--- src/rtl/router_pkt_rx.sv ---
// Receiver for one router output port: drains the port FIFO, parses
// {len, addr} header + payload + parity byte, and streams the payload out with status.
module router_pkt_rx #(
    parameter logic [1:0]  PORT_ID     = 2'd2,
    parameter int unsigned START_DELAY = 2,
    parameter int unsigned TIMEOUT     = 32
) (
    input  logic       clock,
    input  logic       resetn,
    input  logic       valid_out,
    input  logic [7:0] data_out,
    output logic       read_enb,
    input  logic       hold,
    output logic [7:0] pkt_data,
    output logic       pkt_data_vld,
    output logic       pkt_sop,
    output logic       pkt_eop,
    output logic [5:0] pkt_len,
    output logic [1:0] dest_addr,
    output logic       pkt_done,
    output logic       parity_err,
    output logic       addr_err,
    output logic       trunc_err,
    output logic       rx_busy,
    output logic [7:0] pkt_count
);

    typedef enum logic [2:0] {
        S_IDLE    = 3'd0,
        S_WAIT    = 3'd1,
        S_HDR_RD  = 3'd2,
        S_HDR_CAP = 3'd3,
        S_STREAM  = 3'd4,
        S_DONE    = 3'd5
    } state_t;

    localparam logic [3:0] DLY_LAST = 4'(START_DELAY);
    localparam logic [7:0] TMO      = 8'(TIMEOUT);

    function automatic logic [7:0] parity_step(input logic [7:0] acc, input logic [7:0] b);
        return acc ^ b;
    endfunction

    state_t     state_q;
    logic [3:0] dly_q;
    logic [6:0] reads_left_q;
    logic [6:0] recv_left_q;
    logic [7:0] stall_q;
    logic [7:0] acc_q;
    logic       rd_d1_q;
    logic       first_q;
    logic [7:0] pkt_data_q;
    logic       pkt_data_vld_q;
    logic       pkt_sop_q;
    logic       pkt_eop_q;
    logic [5:0] pkt_len_q;
    logic [1:0] dest_addr_q;
    logic       pkt_done_q;
    logic       parity_err_q;
    logic       addr_err_q;
    logic       trunc_err_q;
    logic       rx_busy_q;
    logic [7:0] pkt_count_q;

    logic       read_s;
    logic [7:0] stall_d;

    // Read strobe must follow valid_out/hold in the same cycle so the FIFO is never over-read.
    always_comb begin
        read_s = 1'b0;
        case (state_q)
            S_HDR_RD: read_s = valid_out;
            S_STREAM: read_s = valid_out & ~hold & (reads_left_q != 7'd0);
            default:  read_s = 1'b0;
        endcase
    end

    // Stall counter next value: cleared by a read, counts only genuine starvation.
    always_comb begin
        if (read_s) begin
            stall_d = 8'd0;
        end else if (!valid_out && !hold) begin
            stall_d = stall_q + 8'd1;
        end else begin
            stall_d = stall_q;
        end
    end

    // Receive FSM with registered payload and status outputs.
    always_ff @(posedge clock or negedge resetn) begin
        if (!resetn) begin
            state_q        <= S_IDLE;
            dly_q          <= 4'd0;
            reads_left_q   <= 7'd0;
            recv_left_q    <= 7'd0;
            stall_q        <= 8'd0;
            acc_q          <= 8'd0;
            rd_d1_q        <= 1'b0;
            first_q        <= 1'b0;
            pkt_data_q     <= 8'd0;
            pkt_data_vld_q <= 1'b0;
            pkt_sop_q      <= 1'b0;
            pkt_eop_q      <= 1'b0;
            pkt_len_q      <= 6'd0;
            dest_addr_q    <= 2'd0;
            pkt_done_q     <= 1'b0;
            parity_err_q   <= 1'b0;
            addr_err_q     <= 1'b0;
            trunc_err_q    <= 1'b0;
            rx_busy_q      <= 1'b0;
            pkt_count_q    <= 8'd0;
        end else begin
            pkt_data_vld_q <= 1'b0;
            pkt_sop_q      <= 1'b0;
            pkt_eop_q      <= 1'b0;
            pkt_done_q     <= 1'b0;
            rd_d1_q        <= read_s;
            case (state_q)
                S_IDLE: begin
                    if (valid_out) begin
                        state_q   <= S_WAIT;
                        dly_q     <= 4'd0;
                        rx_busy_q <= 1'b1;
                    end
                end
                S_WAIT: begin
                    if (dly_q == DLY_LAST) begin
                        state_q <= S_HDR_RD;
                    end else begin
                        dly_q <= dly_q + 4'd1;
                    end
                end
                S_HDR_RD: begin
                    if (valid_out) begin
                        state_q <= S_HDR_CAP;
                    end
                end
                S_HDR_CAP: begin
                    pkt_len_q    <= data_out[7:2];
                    dest_addr_q  <= data_out[1:0];
                    acc_q        <= data_out;
                    reads_left_q <= {1'b0, data_out[7:2]} + 7'd1;
                    recv_left_q  <= {1'b0, data_out[7:2]} + 7'd1;
                    first_q      <= 1'b1;
                    stall_q      <= 8'd0;
                    state_q      <= S_STREAM;
                end
                S_STREAM: begin
                    stall_q <= stall_d;
                    if (read_s) begin
                        reads_left_q <= reads_left_q - 7'd1;
                    end
                    if (rd_d1_q && (recv_left_q > 7'd1)) begin
                        acc_q          <= parity_step(acc_q, data_out);
                        pkt_data_q     <= data_out;
                        pkt_data_vld_q <= 1'b1;
                        pkt_sop_q      <= first_q;
                        pkt_eop_q      <= (recv_left_q == 7'd2);
                        first_q        <= 1'b0;
                        recv_left_q    <= recv_left_q - 7'd1;
                    end
                    // A completing parity byte wins over a coincident timeout.
                    if (rd_d1_q && (recv_left_q == 7'd1)) begin
                        recv_left_q  <= 7'd0;
                        parity_err_q <= (acc_q != data_out);
                        addr_err_q   <= (dest_addr_q != PORT_ID);
                        trunc_err_q  <= 1'b0;
                        pkt_done_q   <= 1'b1;
                        pkt_count_q  <= pkt_count_q + 8'd1;
                        state_q      <= S_DONE;
                    end else if (stall_d == TMO) begin
                        parity_err_q <= 1'b0;
                        addr_err_q   <= (dest_addr_q != PORT_ID);
                        trunc_err_q  <= 1'b1;
                        pkt_done_q   <= 1'b1;
                        pkt_count_q  <= pkt_count_q + 8'd1;
                        state_q      <= S_DONE;
                    end
                end
                S_DONE: begin
                    state_q   <= S_IDLE;
                    rx_busy_q <= 1'b0;
                end
                default: begin
                    state_q   <= S_IDLE;
                    rx_busy_q <= 1'b0;
                end
            endcase
        end
    end

    assign read_enb     = read_s;
    assign pkt_data     = pkt_data_q;
    assign pkt_data_vld = pkt_data_vld_q;
    assign pkt_sop      = pkt_sop_q;
    assign pkt_eop      = pkt_eop_q;
    assign pkt_len      = pkt_len_q;
    assign dest_addr    = dest_addr_q;
    assign pkt_done     = pkt_done_q;
    assign parity_err   = parity_err_q;
    assign addr_err     = addr_err_q;
    assign trunc_err    = trunc_err_q;
    assign rx_busy      = rx_busy_q;
    assign pkt_count    = pkt_count_q;

endmodule

--- config.mk ---
export PLATFORM = sky130hd
export DESIGN_NAME = router_pkt_rx
export DESIGN_NICKNAME = d
export VERILOG_FILES = /design/src/rtl/router_pkt_rx.sv
export SDC_FILE = /design/constraint.sdc
export NUM_CORES = 1
export LEC_CHECK = 0
export CORE_MARGIN = 5
export CORE_UTILIZATION = 50
export DETAILED_ROUTE_END_ITERATION = 8
export GPL_TIMING_DRIVEN = 0
export PLACE_DENSITY_LB_ADDON = 0.2
export SLEW_MARGIN = 25
export SYNTH_ARGS = -nofsm -noshare
export SYNTH_HDL_FRONTEND = slang
export SYNTH_SLANG_ARGS = --single-unit
--- constraint.sdc ---
create_clock -name clock -period 2.03 [get_ports clock]
set_input_delay 0.3045 -clock clock [delete_from_list [all_inputs] [get_ports clock]]
set_output_delay 0.3045 -clock clock [all_outputs]
set_load 0.05 [all_outputs]
# --- Word-level counts from Yosys, hierarchy flattened ---
# Cells that the tools add are included.
word_totals:
  inputBits: 12
  regBits: 71
  wordCells: 110
  out_inout_bits: 33
classes:
  n_addsub: 6
  eq_ne: 18
  reduce_logical: 19
  mux: 41
  bitwise: 5
  magnitude_cmp: 1
ops:
  columns: ["cell", "n"]
  rows:
  - ["2-to-1 mux 8 bit", 5]
  - ["case mux 8 bit (2 select lines)", 2]
  - ["case mux 7 bit (2 select lines)", 2]
  - ["2-to-1 mux 7 bit", 3]
  - ["2-to-1 mux 1 bit", 17]
  - ["adder 8 x 1 -> 8 bit (second input constant)", 2]
  - ["2-to-1 mux 3 bit", 5]
  - ["case mux 3 bit (5 select lines)", 1]
  - ["inequality test 2 bit (second input constant)", 7]
  - ["subtractor 7 x 1 -> 7 bit (second input constant)", 2]
  - ["AND reduction 2 bit", 6]
  - ["== test 8 x 6 -> 1 bit (second input constant)", 1]
  - ["2-to-1 mux 4 bit", 2]
  - ["inequality test 8 bit", 1]
  - ["case mux 4 bit (2 select lines)", 1]
  - ["XOR 8 bit", 1]
  - ["adder 6 x 1 -> 7 bit (second input constant)", 1]
  - ["== test 7 x 1 -> 1 bit (second input constant)", 1]
  - ["== test 7 x 2 -> 1 bit (second input constant)", 1]
  - ["> comparator 7 x 1 -> 1 bit (second input constant)", 1]
  - ["nonzero test 7 bit", 1]
  - ["== test 3 x 2 -> 1 bit (second input constant)", 2]
  - ["inequality test 3 bit (second input constant)", 2]
  - ["case mux 1 bit (2 select lines)", 3]
  - ["13 further kinds", 20]

# --- Longest topological paths before layout ---
# Gate-level depths: netlist of run 1.
depth:
  ltp_word: 9
  ltp_mapped: 9
  depth_no_buf: 8

# --- Worst setup path before layout of run 1 ---
# Ideal clock, no wire load.
synth_path:
  path_kind: "register to output"
  start: "register reads_left_q[0]"
  end: "output port read_enb"
  path_stages_with_launch: 9
  t_arrival_ns: 1.999
  required_time_ns: 1.725
  path_buffers: 0
  path_slack_ns: -0.273
  path_cell_list: "dfrtp_1 inv_1 ha_1 nor2b_1 a311oi_1 nand2_1 nor2_1 a21oi_1 nor2_1"
synth_between:
  elab_chain_cells: 3
synth_rtl:
  columns: ["element", "line", "rtl"]
  rows:
  - ["start, declared", "46", "logic [6:0] reads_left_q;"]
  - ["start signal, assigned", "142", "reads_left_q <= {1'b0, data_out[7:2]} + 7'd1;"]
  - ["start signal, assigned", "151", "reads_left_q <= reads_left_q - 7'd1;"]
  - ["nonzero test 7 bit", "73", "S_STREAM: read_s = valid_out & ~hold & (reads_left_q != 7'd0);"]
  - ["AND 1 bit", "73", null]
  - ["case mux 1 bit (2 select lines)", "71", "case (state_q)"]
  - ["end, declared", "12", "output logic read_enb,"]
# No other way between the ends.

# --- Final worst setup path of run 1 ---
# Ends and elaborated chain as after synthesis.

==> summary.txt, run 1 <==
Status
  • Status: finished, violations left
  • Failing checks: negative setup slack

Yosys
  • Post-synthesis simple-gate area fraction: 15.0%
  • Compound-Gate Fraction of Synth Area: 18.7%
  • Commonest cells in the synthesized netlist: 71 x dfrtp_1, 37 x o21ai_0, 33 x a21oi_1, 26 x nor2_1, 21 x mux2_2
  • Multiplexer share of the synthesized area: 6.39%
  • Post-synthesis async set-or-reset flop share: 100%
  • Ys Warns: 0
  • Top cell type's share of synthesized area: 48.0%
  • Net count after synthesis: 390
  • Count leader, synth: dfrtp_1
  • Synth top area cells: dfrtp_1 48%, mux2_2 6.4%, o21ai_0 5.0%
  • Main synth FF type: dfrtp_1
  • Post-synth EDFFs: 0
  • Area leader, netlist: dfrtp_1
  • Post-synthesis xor/xnor area fraction: 4.97%
  • Main combinational cell family by area after synthesis: compound AO/OA/AOI/OAI gates
  • Gate Count Post-Synth: 369
  • Syn Area/Cell: 10.0 sq um
  • Register area share after synthesis: 48.0%
  • Post-Syn Area: 3700 sq um
  • Post-Synth Adder-Cell Area: 3.04%
  • Netlist cell types: 55
  • Flops & latches, synth: 71

Drt
  • Antenna Violating Nets Remaining: 0
  • DR iter-0 viols: 81
  • DRC: 0
  • Routed WL per cell: 15.4 microns
  • Vias/cell: 5.62
  • DRT Wirelength: 8620 microns
  • DRT Pass-1 Iters: 4
  • Via count: 3,142

Worst setup path
  • Kind of critical path: flop to primary output
  • Worst r2r src: stall_q[0]
  • Worst EP arrival: 1.96 ns
  • Reg2reg end: state_q[0]
  • Crit path launch type: flop
  • Critical Path End Type: primary output
  • Worst R2R Path Depth: 12
  • WP data required: 1.73 ns
  • Crit path launch: reads_left_q[0]
  • Slowest stage delay, CP: 0.35 ns
  • Worst path cell trace: inv_1 -> ha_2 -> nor2b_4 -> a311oi_4 -> nand2_1 -> nor2_2 -> a21oi_2 -> nor2_4 -> buf_8
  • CP max FO: 3
  • Slowest cell on the critical path: dfrtp_1
  • Flop-to-flop setup slack: -0.15 ns

Die
  • Die Footprint: 9220 sq um
  • Num rows: 31
  • Core ar.: 7210 sq um
  • Num ports: 45
  • DIE HEIGHT: 96.0 microns
  • Initial Utilization: 51.3%
  • Die Wd: 96.0 microns

Pwr
  • Sw Share: 43.4%
  • Leakage: 2.09 nW
  • P_sw: 2.81 mW
  • Int Pwr: 3.68 mW
  • VDD IR-drop max: 0.928 mV
  • Flop pwr share: 35.9%
  • Clk pwr share: 15.1%
  • Power density over the cells: 1320 nW/um^2
  • Logic pwr share: 49.0%

STA
  • Final period utilization: 111%
  • Crit path time final: 2.26 ns
  • Setup slack after layout: -0.231 ns
  • Rel. slew slack: 61.3%
  • Slew @ Worst Pin: 0.580 ns
  • Final setup vio count: 19
  • Max Slew Vio Count: 0
  • Setup repair after global routing missed its margin: true
  • Endpoints failing hold: 0
  • Max Freq: 442 MHz
  • Clock skew: 0.00935 ns

Layout
  • Reg area: 1780 sq um
  • Multi-input logic area: 1990 sq um
  • Antenna Cells: 0
  • Final core occ: 68.3%
  • Fillers: 566
  • Layout Nets: 477
  • Share of layout cells above drive strength 1: 26.3%
  • P&R area growth vs syn: 33.3%

CTS
  • CTS Buf Count: 9
  • Clk slew on worst S/H paths: 0.08 ns
  • Clk buf depth: 2
  • CTS tree: yes
  • # clock sinks: 71
  • Number of H-tree levels: 3
  • Clk_lat worst skew: 0.35 ns
  • Root buf cell: clkbuf_8

GRT
  • Vias in the first global route: 3,074
  • Grt peak-use layer: met2
  • GR Util met3: 4.07%
  • Grt met2 use: 32.3%
  • Global-route wire length before repair: 14,400 microns
  • GRT Resource Usage Total: 20.2%
  • Initial antenna violation count: 0
  • Pin count of the biggest net entering global routing: 40
  • GR Util met1: 26.3%
  • Congestion Overflow GR: 0

Hold path
  • Hold Path Depth: 3
  • Hold Crit Start: data_out[6]
  • Hold EP: acc_q[6]
  • HP Class: primary input to flop

Run
  • Max Cap Viol: 0

Placement
  • Port bufs: 40
  • Final weighted congestion in routability-driven placement: 0.830
  • Dpl ws: -0.966 ns
  • Post-DP HPWL: 5560 microns
==> power by group through the flow <==
stage / Combinational, mW / Clock [mW] / Sequential [mW]
floorplan: 1.32 / 0 / 2.89
global placement: 2.67 / 0 / 2.27
detailed placement: 2.73 / 0 / 2.29
CTS: 3.00 / 0.999 / 2.28
global route: 3.46 / 1.07 / 2.39
finish: 3.18 / 0.982 / 2.33
==> timing repair <==
action,CTS,global route
setup endpoints to repair,48,56
setup buffers,22,12
hold buffers,1,0
endpoints found under the hold margin,32,0
pin swaps,20,11
cloned,2,0
gates resized for setup,39,37
==> cell type report <==
cell class / instances / share of cell area (%)
multi-input combinational: 263 / 40.3
sequential: 71 / 36.1
timing repair buffer: 78 / 14.5
clock buffer: 9 / 2.51
tap: 99 / 2.51
buffer: 17 / 2.03
inverter: 16 / 1.27
clock inverter: 6 / 0.787
==> worst max-delay path by stage <==
stage | end | slack (ns)
2_1_floorplan | addr_err | 0.005
3_3_place_gp | pkt_count[0] | -1.85
3_5_place_dp | read_enb | -0.97
4_1_cts | read_enb | -0.24
5_1_grt | read_enb | -0.33
6_report | read_enb | -0.23
==> sequential cells by signal, indices dropped and copies added (netlist names) <==
name,cells
acc_q,8
addr_err,1
dest_addr,2
dly_q,4
first_q,1
parity_err,1
pkt_count,8
pkt_data,8
pkt_data_vld,1
pkt_done,1
pkt_eop,1
pkt_len,6
pkt_sop,1
rd_d1_q,1
reads_left_q,7
recv_left_q,7
rx_busy,1
stall_q,8
state_q,3
trunc_err,1
==> critical path: cells and delay by family (launching register included) <==
family | cells | cell delay, ns
and+or+nand+nor | 4 | 0.52
AOI/OAI and AO/OA | 2 | 0.36
DFF | 1 | 0.35
buffers and inverters | 2 | 0.20
adders and majority gates | 1 | 0.18
==> per-stage QoR <==
stage	instance area, sq um	instances	power [mW]	TNS (ns)	hold WS [ns]
2_1_floorplan	3720	369	4.21	0	0.00891
3_3_place_gp	4240	508	4.94	-139.39	0.455
3_5_place_dp	4260	509	5.02	-11.90	0.285
4_1_cts	4730	548	6.28	-1.42	0.404
5_1_grt	4930	559	6.92	-3.16	0.454
6_report	4930	559	6.49	-1.15	0.404
==> kinds of logic (layout without fill, tap and decap cells) <==
family | count (synthesis) | in the layout
AO/OA/AOI/OAI | 111 | 111
adder cells (fa/ha/maj) | 9 | 9
buffers and inverters | 35 | 126
multiplexers | 21 | 21
XOR/XNOR | 21 | 21
AND/OR/NAND/NOR | 101 | 101
flip-flops | 71 | 71
==> cell usage in the layout (no fill, tap or decap), types with 10 or more instances in the layout <==
master and count:
nand3_1 15, mux2_4 10, xnor2_1 12, clkdlybuf4s50_1 36, mux2_2 11, nand2_1 18
a21oi_1 28, inv_1 15, nor2_1 23, dfrtp_1 70, buf_4 33, o21ai_0 32
==> routing by layer <==
layer	wire length, microns	part of all wire, %	up-vias
met2	4170	48	98
met3	470	5.5	13
met4	142	1.6	0
met1	3830	44	1520
li1	-	-	1511
met5	0	0	-
Note: power is estimated with default switching activity, not from simulation.
==> run 2, diff against run 1 <==
--- a/config.mk
+++ b/config.mk
@@ -5,6 +5,8 @@
 export SDC_FILE = /design/constraint.sdc
 export NUM_CORES = 1
 export LEC_CHECK = 0
+export CAP_MARGIN = 20
+export CORE_ASPECT_RATIO = 0.75
 export CORE_MARGIN = 5
 export CORE_UTILIZATION = 50
 export DETAILED_ROUTE_END_ITERATION = 8
==> run 2 against run 1 <==
Against the previous run:
- the run still ends with negative setup slack left
- final cell count is 1.6% lower
- count of clock-buffer cells in the layout stayed put
- first-iteration DRC count is 90% higher
- non-clock buffer count is 12 lower
- critical path type unchanged
- largest cell class unchanged
- highest routed layer unchanged
==> summary.txt, run 2 (synthesis results as in run 1) <==
Layout
  • Commonest non-fill, non-tap cell in the layout: dfrtp_1 (unchanged)
  • Fillers: 559 (was 566)
  • Layout Cells excl Fill: 550 (was 559)
  • Most frequent cells in the layout: 70 x dfrtp_1, 37 x clkdlybuf4s50_1, 29 x a21oi_1 (was 70 x dfrtp_1, 36 x clkdlybuf4s50_1, 33 x buf_4)
  • Share of layout cells above drive strength 1: 24.5% (was 26.3%)
  • P&R area growth vs syn: 31.0% (was 33.3%)
  • Antenna Cells: 0 (unchanged)
  • Final core occ: 66.7% (was 68.3%)
  • Design area: 4840 sq um (was 4930 sq um)
  • Layout Nets: 465 (was 477)

STA
  • TNS Setup: -1.94 ns (was -1.15 ns)
  • Max Freq: 431 MHz (was 442 MHz)
  • Rel. slew slack: 64.6% (was 61.3%)
  • Final period utilization: 114% (was 111%)
  • Setup slack after layout: -0.289 ns (was -0.231 ns)
  • Hold WS: 0.403 ns (was 0.404 ns)
  • Clock skew: 0.0124 ns (was 0.00935 ns)
  • Setup repair after global routing missed its margin: true (unchanged)
  • Slew @ Worst Pin: 0.529 ns (was 0.580 ns)
  • Max Slew Vio Count: 0 (unchanged)
  • Endpoints failing hold: 0 (unchanged)
  • Final setup vio count: 19 (unchanged)
  • Crit path time final: 2.32 ns (was 2.26 ns)

Drt
  • DRT Pass-1 Iters: 5 (was 4)
  • DRT Wirelength: 9120 microns (was 8620 microns)
  • Antenna Violating Nets Remaining: 0 (unchanged)
  • DRC: 0 (unchanged)
  • Routed WL per cell: 16.6 microns (was 15.4 microns)
  • Via count: 3,138 (was 3,142)
  • DR iter-0 viols: 154 (was 81)
  • Vias/cell: 5.71 (was 5.62)

GRT
  • Initial antenna violation count: 0 (unchanged)
  • Pin count of the biggest net entering global routing: 47 (was 40)
  • Vias in the first global route: 3,045 (was 3,074)
  • Global-route wire length before repair: 15,000 microns (was 14,400 microns)
  • Congestion Overflow GR: 0 (unchanged)
  • GRT Resource Usage Total: 20.5% (was 20.2%)

Pwr
  • Tot Pwr: 6.51 mW (was 6.49 mW)
  • VDD IR-drop max: 0.982 mV (was 0.928 mV)
  • Power density over the cells: 1340 nW/um^2 (was 1320 nW/um^2)
  • Leakage: 2.04 nW (was 2.09 nW)

Worst setup path
  • Slowest cell on the critical path: dfrtp_1 (unchanged)
  • Kind of critical path: flop to primary output (unchanged)
  • Worst path cell trace: inv_1 -> ha_2 -> nor2b_4 -> a311oi_4 -> nand2_2 -> nor2_4 -> a21oi_2 -> nor2_4 -> buf_6 (was inv_1 -> ha_2 -> nor2b_4 -> a311oi_4 -> nand2_1 -> nor2_2 -> a21oi_2 -> nor2_4 -> buf_8)
  • Worst EP arrival: 2.01 ns (was 1.96 ns)
  • Worst r2r src: stall_q[1] (was stall_q[0])
  • CP max FO: 3 (unchanged)
  • WP data required: 1.73 ns (about the same)
  • Slowest stage delay, CP: 0.35 ns (about the same)
  • Crit path launch: reads_left_q[0] (unchanged)
  • Critical Path End Type: primary output (unchanged)
  • Crit path launch type: flop (unchanged)
  • Most frequent CP cell: nor2_4

Placement
  • Dpl ws: -0.924 ns (was -0.966 ns)
  • Placed cell areas: 4270 sq um (was 4260 sq um)
  • DP Cell Count: 511 (was 509)
  • Post-DP HPWL: 5930 microns (was 5560 microns)
  • Final weighted congestion in routability-driven placement: 0.849 (was 0.830)
  • Port bufs: 40 (unchanged)

CTS
  • Clk buf depth: 2 (unchanged)
  • Clk slew on worst S/H paths: 0.08 ns (about the same)
  • # clock sinks: 71 (unchanged)
  • CTS Buf Count: 9 (unchanged)
  • CTS tree: yes (unchanged)
  • Root buf cell: clkbuf_8 (unchanged)
  • Clk_lat worst skew: 0.35 ns (about the same)
  • Number of H-tree levels: 3 (unchanged)

Die
  • Die Wd: 109 microns (was 96.0 microns)
  • Num rows: 27 (was 31)
  • Core ar.: 7260 sq um (was 7210 sq um)
  • Num ports: 45 (unchanged)
  • Initial Utilization: 50.9% (was 51.3%)
  • Die Footprint: 9240 sq um (was 9220 sq um)
  • DIE HEIGHT: 84.5 microns (was 96.0 microns)

Status
  • Failing checks: negative setup slack (unchanged)
  • Status: finished, violations left (unchanged)

Hold path
  • HP Class: primary input to asynchronous set/reset pin (was primary input to flop)

Run
  • Max Cap Viol: 0 (unchanged)
## run 2: cell types whose count changed in the layout (fill, tap and decap cells not counted), sizes merged
cell | before | now
buf | 45 | 34
clkbuf | 20 | 19
clkdlybuf4s50 | 36 | 37
clkinvlp | 2 | 3
dlygate4sd2 | 2 | 0
dlymetal6s2s | 0 | 1
## run 2: path summary, 6_finish.rpt
kind | to | slack, ns | depth (start not counted)
worst min register to register | first_q | 0.47 | 2
worst max register to register | addr_err | -0.19 | 8
max in group asynchronous | recv_left_q[1] | 1.08 | 3
worst min-delay path | dly_q[3] | 0.40 | 2
worst max-delay path | read_enb | -0.29 | 9
min in group clock | acc_q[7] | 0.41 | 3
## run 2: report_power, final
part,leakage (nW),total (mW),switching (mW),internal [mW]
Combinational,1.09,3.17,1.85,1.32
Sequential,0.872,2.33,0.452,1.88
Clock,0.0812,1.00,0.563,0.442
## run 2: layout make-up
type                            instances  area (sq um)  area share [%]
Multi-Input combinational cell        263          1960            40.5
Sequential cell                        71          1780            36.7
Timing Repair Buffer                   66           638            13.2
Tap cell                              101           126            2.61
Clock buffer                            9           124            2.56
Buffer                                 17           105            2.17
Inverter                               16          62.6            1.29
Clock inverter                          7          50.0            1.03
## run 2: layer usage
layer  up-vias  global-route usage [%]  wire (microns)
met5         -                       0               0
met4         0                    4.53              54
met3         7                    6.46             666
met2        90                    30.1            4020
met1      1547                    29.9            4380
li1       1494                       -               -
## run 2: worst max-delay path, delay by kind of cell, from the launching register on
family,cells,cell delay [ns]
simple gates,4,0.52
compound gates,2,0.38
flops,1,0.35
buf+inv,2,0.22
fa+ha+maj,1,0.18
## run 2: what timing repair did
action | 4_1_cts | 5_1_grt
pin swaps | 10 | 13
gates resized for setup | 33 | 47
endpoints found under the setup margin | 51 | 59
endpoints found under the hold margin | 25 | 0
gates cloned | 1 | 0
buffers inserted | 20 | 7
hold buffers | 1 | 0
==> run 3, diff against run 2 <==
--- a/config.mk
+++ b/config.mk
@@ -8,11 +8,10 @@
 export CAP_MARGIN = 20
 export CORE_ASPECT_RATIO = 0.75
 export CORE_MARGIN = 5
-export CORE_UTILIZATION = 50
+export CORE_UTILIZATION = 60
 export DETAILED_ROUTE_END_ITERATION = 8
 export GPL_TIMING_DRIVEN = 0
 export PLACE_DENSITY_LB_ADDON = 0.2
-export SLEW_MARGIN = 25
 export SYNTH_ARGS = -nofsm -noshare
 export SYNTH_HDL_FRONTEND = slang
 export SYNTH_SLANG_ARGS = --single-unit
==> constraint.sdc (replaced) <==
create_clock -name clock -period 3 [get_ports clock]
set_input_delay 0.45 -clock clock [delete_from_list [all_inputs] [get_ports clock]]
set_output_delay 0.45 -clock clock [all_outputs]
set_load 0.05 [all_outputs]
==> run 3 against run 2 <==
Against the previous run:
- the run now ends clean
- sequential cell count stayed put
- via count is 4.8% lower
- routed wire length decreased by 10%
==> summary.txt, run 3 (synthesis results as in run 1) <==
STA
  • Final period utilization: 93.4%
  • Endpoints failing hold: 0 (unchanged)
  • Rel. slew slack: 41.2% (was 64.6%)
  • Setup slack after layout: 0.198 ns (was -0.289 ns)
  • Slew @ Worst Pin: 0.882 ns (was 0.529 ns)
  • Crit path time final: 2.80 ns
  • Clock skew: 0.0102 ns (was 0.0124 ns)
  • Max Slew Vio Count: 0 (unchanged)
  • Setup repair after global routing missed its margin: false (was true)
  • Final setup vio count: 0 (was 19)
  • Max Freq: 357 MHz

Run
  • Max Cap Viol: 0 (unchanged)

Layout
  • Layout Nets: 441 (was 465)
  • Most frequent cells in the layout: 71 x dfrtp_1, 38 x clkdlybuf4s50_1, 37 x o21ai_0 (was 70 x dfrtp_1, 37 x clkdlybuf4s50_1, 29 x a21oi_1)
  • Reg area: 1780 sq um (about the same)
  • Layout Cells excl Fill: 503 (was 550)
  • Design area: 4410 sq um (was 4840 sq um)
  • Antenna Cells: 0 (unchanged)
  • Commonest non-fill, non-tap cell in the layout: dfrtp_1 (unchanged)
  • Multi-input logic area: 1790 sq um (was 1960 sq um)
  • Fillers: 435 (was 559)
  • Share of layout cells above drive strength 1: 13.9% (was 24.5%)
  • P&R area growth vs syn: 19.2% (was 31.0%)

Die
  • Core ar.: 5890 sq um (was 7260 sq um)
  • DIE HEIGHT: 78.0 microns (was 84.5 microns)
  • Num rows: 24 (was 27)
  • Die Footprint: 7850 sq um (was 9240 sq um)
  • Die Wd: 101 microns (was 109 microns)
  • Num ports: 45 (unchanged)
  • Initial Utilization: 62.8% (was 50.9%)

Worst setup path
  • WP data required: 2.55 ns (was 1.73 ns)
  • Worst EP arrival: 2.35 ns (was 2.01 ns)
  • Kind of critical path: flop to primary output (unchanged)
  • Crit path launch type: flop (unchanged)
  • CP max FO: 6 (was 3)
  • Critical Path End Type: primary output (unchanged)

GRT
  • Congestion Overflow GR: 0 (unchanged)
  • Grt met2 use: 35.4% (was 30.1%)
  • Grt peak-use layer: met2 (unchanged)
  • Vias in the first global route: 2,946 (was 3,045)
  • GR Util met1: 31.6% (was 29.9%)
  • Initial antenna violation count: 0 (unchanged)
  • Global-route wire length before repair: 14,300 microns (was 15,000 microns)
  • GR Util met3: 5.47% (was 6.46%)
  • Pin count of the biggest net entering global routing: 72 (was 47)
  • GRT Resource Usage Total: 22.7% (was 20.5%)

Placement
  • DP Cell Count: 487 (was 511)
  • Dpl ws: -0.211 ns (was -0.924 ns)
  • Port bufs: 40 (unchanged)
  • Post-DP HPWL: 5940 microns (was 5930 microns)
  • Final weighted congestion in routability-driven placement: 0.928 (was 0.849)
  • Placed cell areas: 4190 sq um (was 4270 sq um)

CTS
  • Clk slew on worst S/H paths: 0.07 ns (was 0.08 ns)
  • Hold Buf Count CTS: 0 (was 1)
  • Number of H-tree levels: 3 (unchanged)
  • Setup bufs post-CTS: 0 (was 20)
  • CTS tree: yes (unchanged)
  • Root buf cell: clkbuf_8 (unchanged)
  • # clock sinks: 71 (unchanged)
  • Clk_lat worst skew: 0.35 ns (about the same)
  • CTS Buf Count: 9 (unchanged)
  • Clk buf depth: 2 (unchanged)

Drt
  • Routed WL per cell: 16.3 microns (was 16.6 microns)
  • DRC: 0 (unchanged)
  • Antenna Violating Nets Remaining: 0 (unchanged)
  • Via count: 2,987 (was 3,138)
  • DRT Pass-1 Iters: 5 (unchanged)
  • DRT Wirelength: 8190 microns (was 9120 microns)
  • Vias/cell: 5.94 (was 5.71)
  • DR iter-0 viols: 234 (was 154)

Pwr
  • VDD IR-drop max: 0.617 mV (was 0.982 mV)
  • Power density over the cells: 952 nW/um^2 (was 1340 nW/um^2)
  • Leakage: 1.84 nW (was 2.04 nW)
  • Tot Pwr: 4.20 mW (was 6.51 mW)

Hold path
  • HP Class: primary input to asynchronous set/reset pin (unchanged)

Status
  • Status: finished clean (was finished, violations left)
## run 3: cell count changes in the layout (fill, tap and decap cells not counted), sizes merged
cell	change
inv	+1
clkdlybuf4s50	+1
clkdlybuf4s15	+1
bufinv	+1
dlygate4sd3	-1
dlymetal6s2s	-1
buf	-26
clkinv	-2
clkinvlp	-3
clkbuf	+5
## run 3: final cells by class
cell class | count | area share [%]
buffer | 19 | 1.87
sequential | 71 | 40.3
timing repair buffer | 40 | 9.05
tap | 78 | 2.21
clock buffer | 12 | 3.52
clock inverter | 4 | 1.19
multi-input combinational | 263 | 40.5
inverter | 16 | 1.36
## run 3: per-layer routing
metal | routed length [microns] | vias to the layer above
met4 | 104 | 0
met5 | 0 | -
met2 | 3830 | 100
li1 | - | 1434
met3 | 553 | 12
met1 | 3710 | 1441
## run 3: repair_timing
item,CTS,global route
endpoints found under the setup margin,1,1
endpoints found under the hold margin,0,0
resized for setup,3,1
## run 3: final timing paths
check	from	endpoint	slack, ns	cells past startpoint
worst min-delay path	resetn	stall_q[6]	0.20	1
worst min register to register	first_q	first_q	0.49	2
worst max-delay path	reads_left_q[0]	read_enb	0.20	9
worst max register to register	reads_left_q[0]	addr_err	0.41	9
min in group clock	first_q	first_q	0.49	2
max in group asynchronous	resetn	recv_left_q[4]	2.19	1
## run 3: power breakdown
| group | switching [mW] | internal [mW] |
|---|---|---|
| registers | 0.276 | 1.27 |
| clock network | 0.362 | 0.433 |
| logic | 1.16 | 0.693 |
| total | 1.80 | 2.40 |
## run 3: stage by stage
stage | setup TNS (ns) | util [%] | hold WS [ns]
floorplan | 0 | - | 0.154
global placement | -65.20 | 71.3 | 0.454
finish | 0 | 74.9 | 0.201
CTS | 0 | 74.8 | 0.247
detailed placement | -0.211 | 71.3 | 0.474
global route | 0 | 74.9 | 0.289
## run 3: critical path, cell delays in order, from the launching register on
cell	delay (ns)
dfrtp_1	0.40
inv_1	0.07
ha_1	0.16
nor2b_1	0.45
a311oi_2	0.21
nand2_1	0.13
nor2_1	0.04
a21oi_1	0.12
nor2_1	0.07
clkdlybuf4s15_2	0.35
